## src/rtl/fetch_unit.sv

```systemverilog
// Instruction fetch stage: PC, one BRAM read per cycle, small instruction queue, valid/ready to decode.
// Optional FETCH_STATS_EN adds handshake and stall counters.
module fetch_unit #(
  parameter int          DATA_WIDTH  = 32,
  parameter logic [31:0] RESET_PC    = 32'h0000_0000,
  parameter int          QUEUE_DEPTH = 2
) (
  input  logic                  i_clk,
  input  logic                  i_rst,
  input  logic [DATA_WIDTH-1:0] i_mem_data,
  output logic [31:0]           o_mem_addr,
  output logic                  o_mem_write,
  output logic [DATA_WIDTH-1:0] o_inst,
  output logic [31:0]           o_pc,
  output logic                  o_valid,
  input  logic                  i_ready,
  input  logic                  i_redirect,
  input  logic [31:0]           i_redirect_pc
`ifdef FETCH_STATS_EN
  ,
  output logic [31:0]           o_fetch_count,
  output logic [31:0]           o_stall_count
`endif
);

  localparam int PTR_W = (QUEUE_DEPTH > 1) ? $clog2(QUEUE_DEPTH) : 1;
  localparam int CNT_W = $clog2(QUEUE_DEPTH + 1);

  function automatic logic [PTR_W-1:0] ptr_inc(input logic [PTR_W-1:0] p);
    if (p == PTR_W'(QUEUE_DEPTH - 1)) return '0;
    return p + PTR_W'(1);
  endfunction

  logic [31:0]           pc_q, pc_d;
  logic                  inflight_q, inflight_d;
  logic [31:0]           inflight_pc_q, inflight_pc_d;
  logic [PTR_W-1:0]      head_q, head_d, tail_q, tail_d;
  logic [CNT_W-1:0]      count_q, count_d;
  logic [DATA_WIDTH-1:0] inst_q [QUEUE_DEPTH];
  logic [DATA_WIDTH-1:0] inst_d [QUEUE_DEPTH];
  logic [31:0]           tag_q  [QUEUE_DEPTH];
  logic [31:0]           tag_d  [QUEUE_DEPTH];

  logic                  pop, push, issue;
  logic [CNT_W:0]        occupancy;

  assign o_valid     = (count_q != '0);
  assign o_inst      = o_valid ? inst_q[head_q] : '0;
  assign o_pc        = o_valid ? tag_q[head_q] : '0;
  assign o_mem_addr  = pc_q >> 2;
  assign o_mem_write = 1'b0;

  assign pop       = o_valid & i_ready;
  assign push      = inflight_q;
  // Queue plus the outstanding read must still fit after this cycle's pop.
  assign occupancy = (CNT_W+1)'(count_q) + (CNT_W+1)'(inflight_q) - (CNT_W+1)'(pop);
  assign issue     = (occupancy < (CNT_W+1)'(QUEUE_DEPTH));

  always_comb begin
    pc_d          = pc_q;
    inflight_d    = inflight_q;
    inflight_pc_d = inflight_pc_q;
    head_d        = head_q;
    tail_d        = tail_q;
    count_d       = count_q;
    inst_d        = inst_q;
    tag_d         = tag_q;
    if (i_redirect) begin
      // A read issued this cycle and the one returning now are both dropped.
      pc_d       = i_redirect_pc & 32'hFFFF_FFFC;
      inflight_d = 1'b0;
      head_d     = '0;
      tail_d     = '0;
      count_d    = '0;
    end else begin
      inflight_d = issue;
      if (issue) begin
        pc_d          = pc_q + 32'd4;
        inflight_pc_d = pc_q;
      end
      if (push) begin
        inst_d[tail_q] = i_mem_data;
        tag_d[tail_q]  = inflight_pc_q;
        tail_d         = ptr_inc(tail_q);
      end
      if (pop) head_d = ptr_inc(head_q);
      count_d = count_q + CNT_W'(push) - CNT_W'(pop);
    end
  end

  always_ff @(posedge i_clk) begin
    if (i_rst) begin
      pc_q       <= RESET_PC;
      inflight_q <= 1'b0;
      head_q     <= '0;
      tail_q     <= '0;
      count_q    <= '0;
    end else begin
      pc_q       <= pc_d;
      inflight_q <= inflight_d;
      head_q     <= head_d;
      tail_q     <= tail_d;
      count_q    <= count_d;
    end
  end

  always_ff @(posedge i_clk) begin
    inflight_pc_q <= inflight_pc_d;
    inst_q        <= inst_d;
    tag_q         <= tag_d;
  end

`ifdef FETCH_STATS_EN
  logic [31:0] fetch_count_q, fetch_count_d;
  logic [31:0] stall_count_q, stall_count_d;

  always_comb begin
    fetch_count_d = fetch_count_q + {31'd0, pop};
    stall_count_d = stall_count_q + {31'd0, o_valid & ~i_ready};
  end

  always_ff @(posedge i_clk) begin
    if (i_rst) begin
      fetch_count_q <= '0;
      stall_count_q <= '0;
    end else begin
      fetch_count_q <= fetch_count_d;
      stall_count_q <= stall_count_d;
    end
  end

  assign o_fetch_count = fetch_count_q;
  assign o_stall_count = stall_count_q;
`endif

endmodule
```

## config.mk

```make
export PLATFORM = sky130hd
export DESIGN_NAME = fetch_unit
export DESIGN_NICKNAME = d
export VERILOG_FILES = /design/src/rtl/fetch_unit.sv
export SDC_FILE = /design/constraint.sdc
export NUM_CORES = 1
export LEC_CHECK = 0
export CAP_MARGIN = 20
export CORE_ASPECT_RATIO = 0.7
export CORE_MARGIN = 5
export CORE_UTILIZATION = 54
export DETAILED_ROUTE_END_ITERATION = 6
export PLACE_DENSITY_LB_ADDON = 0.08
export SLEW_MARGIN = 5
export SYNTH_ARGS = -nofsm -noshare
export SYNTH_HDL_FRONTEND = slang
export SYNTH_SLANG_ARGS = --single-unit
```

## constraint.sdc

```tcl
create_clock -name i_clk -period 11.7 [get_ports i_clk]
set_clock_uncertainty 0.1 [all_clocks]
set_input_delay 2.34 -clock i_clk [delete_from_list [all_inputs] [get_ports i_clk]]
set_output_delay 2.34 -clock i_clk [all_outputs]
set_load 0.05 [all_outputs]
```

==> After elaboration in Yosys (flattened, before gate mapping) <==
Cells that the tools add are included.
{ "word_totals": {"regBits": 197, "input_bits": 68, "output_inout_bits": 98, "elab_cells": 56} }
{ "op_classes": {"add_sub_neg": 7, "magnitude_cmp": 4, "mux": 24, "n_bitwise": 4, "reduce_logical": 6} }
{ "op_table": {"columns": ["cell", "n"], "rows": [
  ["$mux 32", 11],
  ["$bwmux 64", 2],
  ["$add 32x3->32 const B", 1],
  ["$demux 32 s1", 1],
  ["$mux 1", 10],
  ["$ge 2x2->1 const B", 2],
  ["$not 1->2", 2],
  ["$reduce_and 2->1", 2],
  ["$reduce_bool 2->1", 2],
  ["$add 2x1->3", 1],
  ["$lt 3x2->1 const B", 1],
  ["$sub 3x1->3", 1],
  ["$add 1x1->1 const B", 2],
  ["$add 2x1->2", 1],
  ["$lt 2x1->1 const B", 1],
  ["$reduce_or 2->1", 1],
  ["$sub 2x1->2", 1],
  ["$and 1x1->1", 1],
  ["$logic_and 1x1->1", 1],
  ["$not 1->1", 1]
]} }

==> Longest topological paths before layout <==
Gate-level depths: netlist (run 1).
{ "depth": {"ltp_word": 6, "ltp_mapped": 12, "ltp_nobuf": 11} }

==> Worst setup path before layout (run 1) <==
OpenSTA, ideal clock, no wires.
{ "synth_timing": {"path_kind": "input port to flip-flop", "startpoint": "input port i_redirect", "endpoint": "register inst_q[32] (netlist bit) (enable)", "setup_ps": 571, "arrival_time_ps": 7312, "required_time_ps": 11029, "slack_ps": 3717, "path_stages": 3, "path_buffers": 2, "path_cell_list": "clkbuf_1 clkbuf_1 nor3b_1"} }
{ "synth_between": {"elab_chain_cells": 2} }
{ "synth_lines": {"columns": ["item", "line_no", "source"], "rows": [
  ["start: declaration", "17", "input logic i_redirect,"],
  ["$not 1->1 (no line)", null, null],
  ["$reduce_and 2->1 (no line)", null, null],
  ["end signal: assignment", "109", "inst_q <= inst_d;"],
  ["end: declaration", "39", "logic [DATA_WIDTH-1:0] inst_q [QUEUE_DEPTH];"]
]} }
No other way between the ends.
A chain may end at the register's enable or synchronous reset.

==> Worst setup path in the final report (run 1) <==
{ "layout_timing": {"startpoint": "input port i_ready", "endpoint": "register pc_q[28]"} }
{ "layout_between": {"elab_chain_cells": 4} }
{ "layout_lines": {"columns": ["item", "line_no", "source"], "rows": [
  ["start: declaration", "16", "input logic i_ready,"],
  ["$and 1x1->1", "53", "assign pop = o_valid & i_ready;"],
  ["net pop", "44", "logic pop, push, issue;"],
  ["$sub 3x1->3", "56", "assign occupancy = (CNT_W+1)'(count_q) + (CNT_W+1)'(inflight_q) - (CNT_W+1)'(pop);"],
  ["$lt 3x2->1", "57", "assign issue = (occupancy < (CNT_W+1)'(QUEUE_DEPTH));"],
  ["$reduce_bool 2->1 (no line)", null, null],
  ["end signal: assignment", "99", "pc_q <= pc_d;"],
  ["end: declaration", "34", "logic [31:0] pc_q, pc_d;"]
]} }
The timed path passes the listed nets, and every way through them passes these cells.

==> results of run 1 <==
worst reg2reg max path, cell delays in order (launching register included):
cell,delay [ns]
dfxtp_1,0.36
nor2_4,0.47
nor2b_1,0.16
ha_1,0.31
inv_1,0.04
ha_1,0.18
fa_1,0.38
xnor2_1,0.21
nor3_1,0.92
nor4b_1,0.42
xnor2_1,0.13
a211oi_1,0.22
worst paths after layout:
check                         from   endpoint  cells past startpoint
setup / recovery           i_ready   pc_q[28]                     11
hold / removal    inflight_pc_q[9]  tag_q[41]                      0
setup reg to reg        count_q[1]   pc_q[28]                     11
hold reg to reg   inflight_pc_q[9]  tag_q[41]                      0
per-stage QoR:
stage	setup WS [ns]	utilization (%)	hold WS, ns
after floorplan	3.72	-	0.321
after global placement	5.81	67.3	0.323
after detailed placement	5.73	67.3	0.330
after CTS	6.16	71.2	0.344
after global routing	6.01	71.4	0.350
final	6.21	71.4	0.341
layout by cell type, fill, tap and decap left out, types with 5 or more instances in the layout:
cell type,instances
clkdlybuf4s50_1,158
edfxtp_1,154
nor2_1,87
mux2i_1,62
dfxtp_1,34
xnor2_1,19
a211oi_1,18
clkbuf_16,17
nand2_1,15
inv_1,13
xor2_1,12
nand4_1,11
nand3_1,11
a21oi_1,10
buf_4,7
and3_1,6
nor4_1,6
nor3_1,5
conb_1,5
kinds of logic (layout without fill, tap and decap cells):
kind of cell / after synthesis / count (layout) / share of synthesized area, %
xor+xnor: 31 / 31 / 3.62
buf+inv: 44 / 210 / 2.47
other cells: 1 / 5 / 0.0500
fa+ha+maj: 4 / 4 / 0.767
flops: 189 / 189 / 71.0
mux: 62 / 62 / 8.27
simple gates: 162 / 162 / 10.2
compound gates: 40 / 40 / 3.60
layout make-up:
type / count / area [sq um]
fill: 956 / 3940
clock inverter: 10 / 92.6
sequential: 189 / 5330
tap: 190 / 238
timing repair buffer: 167 / 1670
inverter: 13 / 48.8
clock buffer: 20 / 437
multi-input combinational: 304 / 2030
power by group:
group	internal (W)	leakage, nW	switching [W]	total [W]
sequential	0.000772	1.72	0.0000250	0.000797
clock	0.000291	0.250	0.000233	0.000524
combinational	0.0000754	1.23	0.000138	0.000213
sequential cells by signal (all words and copies together) (netlist names):
| signal | flops |
|---|---|
| inst_q | 64 |
| tag_q | 60 |
| inflight_pc_q | 30 |
| pc_q | 30 |
| count_q | 2 |
| head_q | 1 |
| inflight_q | 1 |
| tail_q | 1 |
routing by layer:
| metal | GRT usage, % | wire length, microns |
|---|---|---|
| met5 | 0 | 0 |
| met4 | 6.40 | 200 |
| met3 | 5.53 | 1180 |
| met2 | 30.6 | 7460 |
| met1 | 28.9 | 7430 |
==> impl_metrics.yaml, run 1 <==
routing:
  avgViaCountPerCell: 5.31
  wl_mm: 16.3
  num_vias: 4745
  initialDrtViolationCount: 405
  drc: 0
  dr.pass1.iters: 5
  wire_per_inst_microns: 18.2
  ant_nets: 0
timing:
  grt_setup_unrepaired: "no"
  hold_viol: 0
  tightest_slew_ns: 1.11
  setup_violations: 0
  maxSlewViolCount: 0
  min_period_ns: 5.49
  fin_setup_tns_ns: 0
  fmax_mhz: 182
  layout_worst_path_cycle_share_pct: 46.9
  slew_headroom_pct: 25.3
layout:
  nNetsFinal: 764
  layout.cells.non_filler: 893
  final_cell_area_sq_um: 9850
  num_antenna_cells: 0
  drive_gt1_share_pct: 6.69
  syn_to_final_growth_pct: 31.2
power:
  p_total_w: 0.00153
  ir_drop_v: 0.000106
  powerDensity_nw_per_um2: 156
  p_leak_nw: 3.20
clock_network:
  h-tree-depth: 4
  cts-resized-gates: 0
  clk_pin_slew_ns: 0.07
  cts_tree: "yes"
  root_buffer: "clkbuf_16"
  cts.sink_count: 189
  ctsHoldBuffers: 0
  cts.path.max_buffers: 2
  clk_latency_ns: 0.42
  post_cts.repair.setup_buffers: 0
  numCtsBuffers: 17
min_path:
  hold_path.class: "register to register"
worst_setup_path:
  cp-end-kind: "register"
  cp_slowest_cell: "nor3_1"
  crit_type: "input pin to register"
  reg2reg_setup_slack_ns: 7.72
  worstPathMaxFanout: 7
  path_delay_family: "simple AND/OR/NAND/NOR gates"
  start_kind: "input pin"
  critical_path_buf_inv_count: 2
  path_cells: "clkdlybuf4s50_1, nor2b_1, ha_1, inv_1, ha_1, fa_1, xnor2_1, nor3_1, nor4b_1, xnor2_1, a211oi_1"
  crit_required_ns: 11.94
  critPathArrivalTime_ns: 5.72
  slowest_delay_ns: 0.92
global_route:
  gr-usage-all-layers_pct: 20.2
  antenna_found_initial: 0
  grt_overflow: 0
  grt_pass1_wl_mm: 25.2
  grt_max_degree: 64
  grt_pass1_vias: 4744
job:
  maxCapViolCount: 0
status:
  status: "complete, no violations"
floorplan:
  io_pins: 166
  start_util_pct: 54.4
  die_area_sq_um: 16400
  num_rows: 36
  fp.dieH_microns: 109
  core_area_sq_um: 13800
  die_w_microns: 151
logic_synthesis:
  ys_top_cells_by_area: "edfxtp_1 62%, dfxtp_1 9.3%, mux2i_1 8.3%, nor2_1 4.5%, xnor2_1 2.2%"
  synth_warnings: 0
  synth_common_cells: "154 x edfxtp_1, 89 x nor2_1, 62 x mux2i_1, 35 x dfxtp_1, 21 x clkbuf_1"
  ys.flop_type: "edfxtp_1"
  synth-edff-count: 154
  yosysMostFrequentCell: "edfxtp_1"
  synth.largest_area_cell: "edfxtp_1"
  synth_cell_types: 40
  syn_inst: 533
  ys_seq_area_share_pct: 71.0
  synth_top_cell_area_share_pct: 61.6
  synth_seq_cells: 189
  netlist_area_sq_um: 7500
  async_flop_share_pct: 0
  syn_avg_cell_area_sq_um: 14.1
placed_design:
  portBuffers: 158
  dp_cells: 861
  dp_hpwl_mm: 10.6
  gp_congestion: 0.840
  placed_cell_area_sq_um: 9280
Note: power is estimated with default switching activity, not from simulation.
==> inputs of run 2 (changes only) <==
Settings changed: CORE_UTILIZATION 54 to 50.
Clock period 11.7 ns to 5.5 ns, I/O delays scaled along.
==> impl_metrics.yaml, run 2 (synthesis gave the netlist of run 1 again) <==
status:
  status: "complete, no violations"
routing:
  wl_mm: 16.2
  num_vias: 4721
  ant_nets: 0
  drc: 0
  avgViaCountPerCell: 5.25
  dr.pass1.iters: 5
  initialDrtViolationCount: 317
  wire_per_inst_microns: 18.0
layout:
  num_antenna_cells: 0
  layout_commonest_cell: "clkdlybuf4s50_1"
  regMostFlops: "inst_q"
  nNetsFinal: 764
  largestRegisters: "inst_q (64), tag_q (60)"
  largest_register_ffs: 64
  syn_to_final_growth_pct: 31.3
  drive_gt1_share_pct: 7.09
  nFillCells: 1092
  finish.utilization_pct: 66.9
  mostFrequentLayoutCells: "158 x clkdlybuf4s50_1, 154 x edfxtp_1, 87 x nor2_1, 62 x mux2i_1, 34 x dfxtp_1"
global_route:
  grt-busiest-layer: "met2"
  grt_pass1_vias: 4944
  use_met1_pct: 25.4
  gr-usage-all-layers_pct: 18.8
  grt_pass1_wl_mm: 25.6
  grt_max_degree: 64
  antenna_found_initial: 0
  grt_overflow: 0
  grt_use_met2_pct: 29.6
  use_met3_pct: 5.47
clock_network:
  h-tree-depth: 4
  cts-resized-gates: 0
  post_cts.repair.setup_buffers: 0
  clk_latency_ns: 0.42
  root_buffer: "clkbuf_16"
  cts_tree: "yes"
  ctsHoldBuffers: 0
  cts.path.max_buffers: 2
  cts.sink_count: 189
  numCtsBuffers: 17
  clk_pin_slew_ns: 0.07
power:
  p_leak_nw: 3.20
  powerDensity_nw_per_um2: 329
  ir_drop_v: 0.000226
worst_setup_path:
  worstPathMaxFanout: 6
  critPathArrivalTime_ns: 4.26
  start_kind: "input pin"
  crit_type: "input pin to register"
  crit_required_ns: 5.73
  cp-end-kind: "register"
timing:
  tightest_slew_ns: 0.915
  hold_ws_ns: 0.345
  maxSlewViolCount: 0
  setup_violations: 0
  layout_worst_path_cycle_share_pct: 73.3
  slew_headroom_pct: 39.0
  fin_setup_tns_ns: 0
  grt_setup_unrepaired: "no"
  hold_viol: 0
  min_period_ns: 4.03
  fmax_mhz: 248
floorplan:
  start_util_pct: 51.0
  core_area_sq_um: 14700
  num_rows: 37
  io_pins: 166
  die_w_microns: 156
  die_area_sq_um: 17600
  fp.dieH_microns: 112
placed_design:
  gp_congestion: 0.805
  dp_hpwl_mm: 10.5
  portBuffers: 158
min_path:
  hold_path.class: "register to register"
job:
  maxCapViolCount: 0
run 2: layout make-up:
class / count / area, sq um / share of cell area (%)
well taps: 195 / 244 / 2.48
clock buffers: 20 / 437 / 4.43
clock inverters: 12 / 91.3 / 0.927
inverters: 13 / 48.8 / 0.495
flip-flops and latches: 189 / 5330 / 54.1
multi-input cells: 304 / 2040 / 20.7
repair buffers: 167 / 1660 / 16.9
run 2: per-stage QoR:
| step | cells | setup slack (ns) | power, W | cell area (sq um) |
|---|---|---|---|---|
| floorplan | 537 | 0.952 | 0.00199 | 7520 |
| global placement | 867 | 1.16 | 0.00217 | 9300 |
| detailed placement | 867 | 1.06 | 0.00218 | 9300 |
| CTS | 899 | 1.42 | 0.00327 | 9830 |
| global route | 900 | 1.26 | 0.00337 | 9850 |
| finish | 900 | 1.47 | 0.00324 | 9850 |
run 2: final timing paths:
path	start	endpoint	slack, ns	depth (start not counted)
max	i_ready	pc_q[23]	1.47	11
min	inflight_pc_q[9]	tag_q[41]	0.34	0
max reg2reg	count_q[1]	pc_q[23]	2.21	11
min reg2reg	inflight_pc_q[9]	tag_q[41]	0.34	0
run 2: per-layer routing:
| layer | wire length [microns] | part of all wire, % |
|---|---|---|
| met1 | 7280 | 45 |
| met2 | 7660 | 47 |
| met3 | 1070 | 6.6 |
| met4 | 198 | 1.2 |
| met5 | 0 | 0 |
run 2: worst max-delay path, cell delays in order:
cell             delay, ns
clkdlybuf4s50_1       0.50
nor2b_1               0.21
ha_1                  0.26
inv_1                 0.05
ha_1                  0.15
fa_1                  0.50
nor4_2                0.70
buf_4                 0.26
nand4_1               0.11
xor2_1                0.19
a211oi_1              0.23
run 2: power by group:
| group | switching (W) | internal (W) |
|---|---|---|
| Combinational | 0.000293 | 0.000161 |
| Sequential | 0.0000529 | 0.00164 |
| Clock | 0.000514 | 0.000582 |
| Total | 0.000859 | 0.00238 |
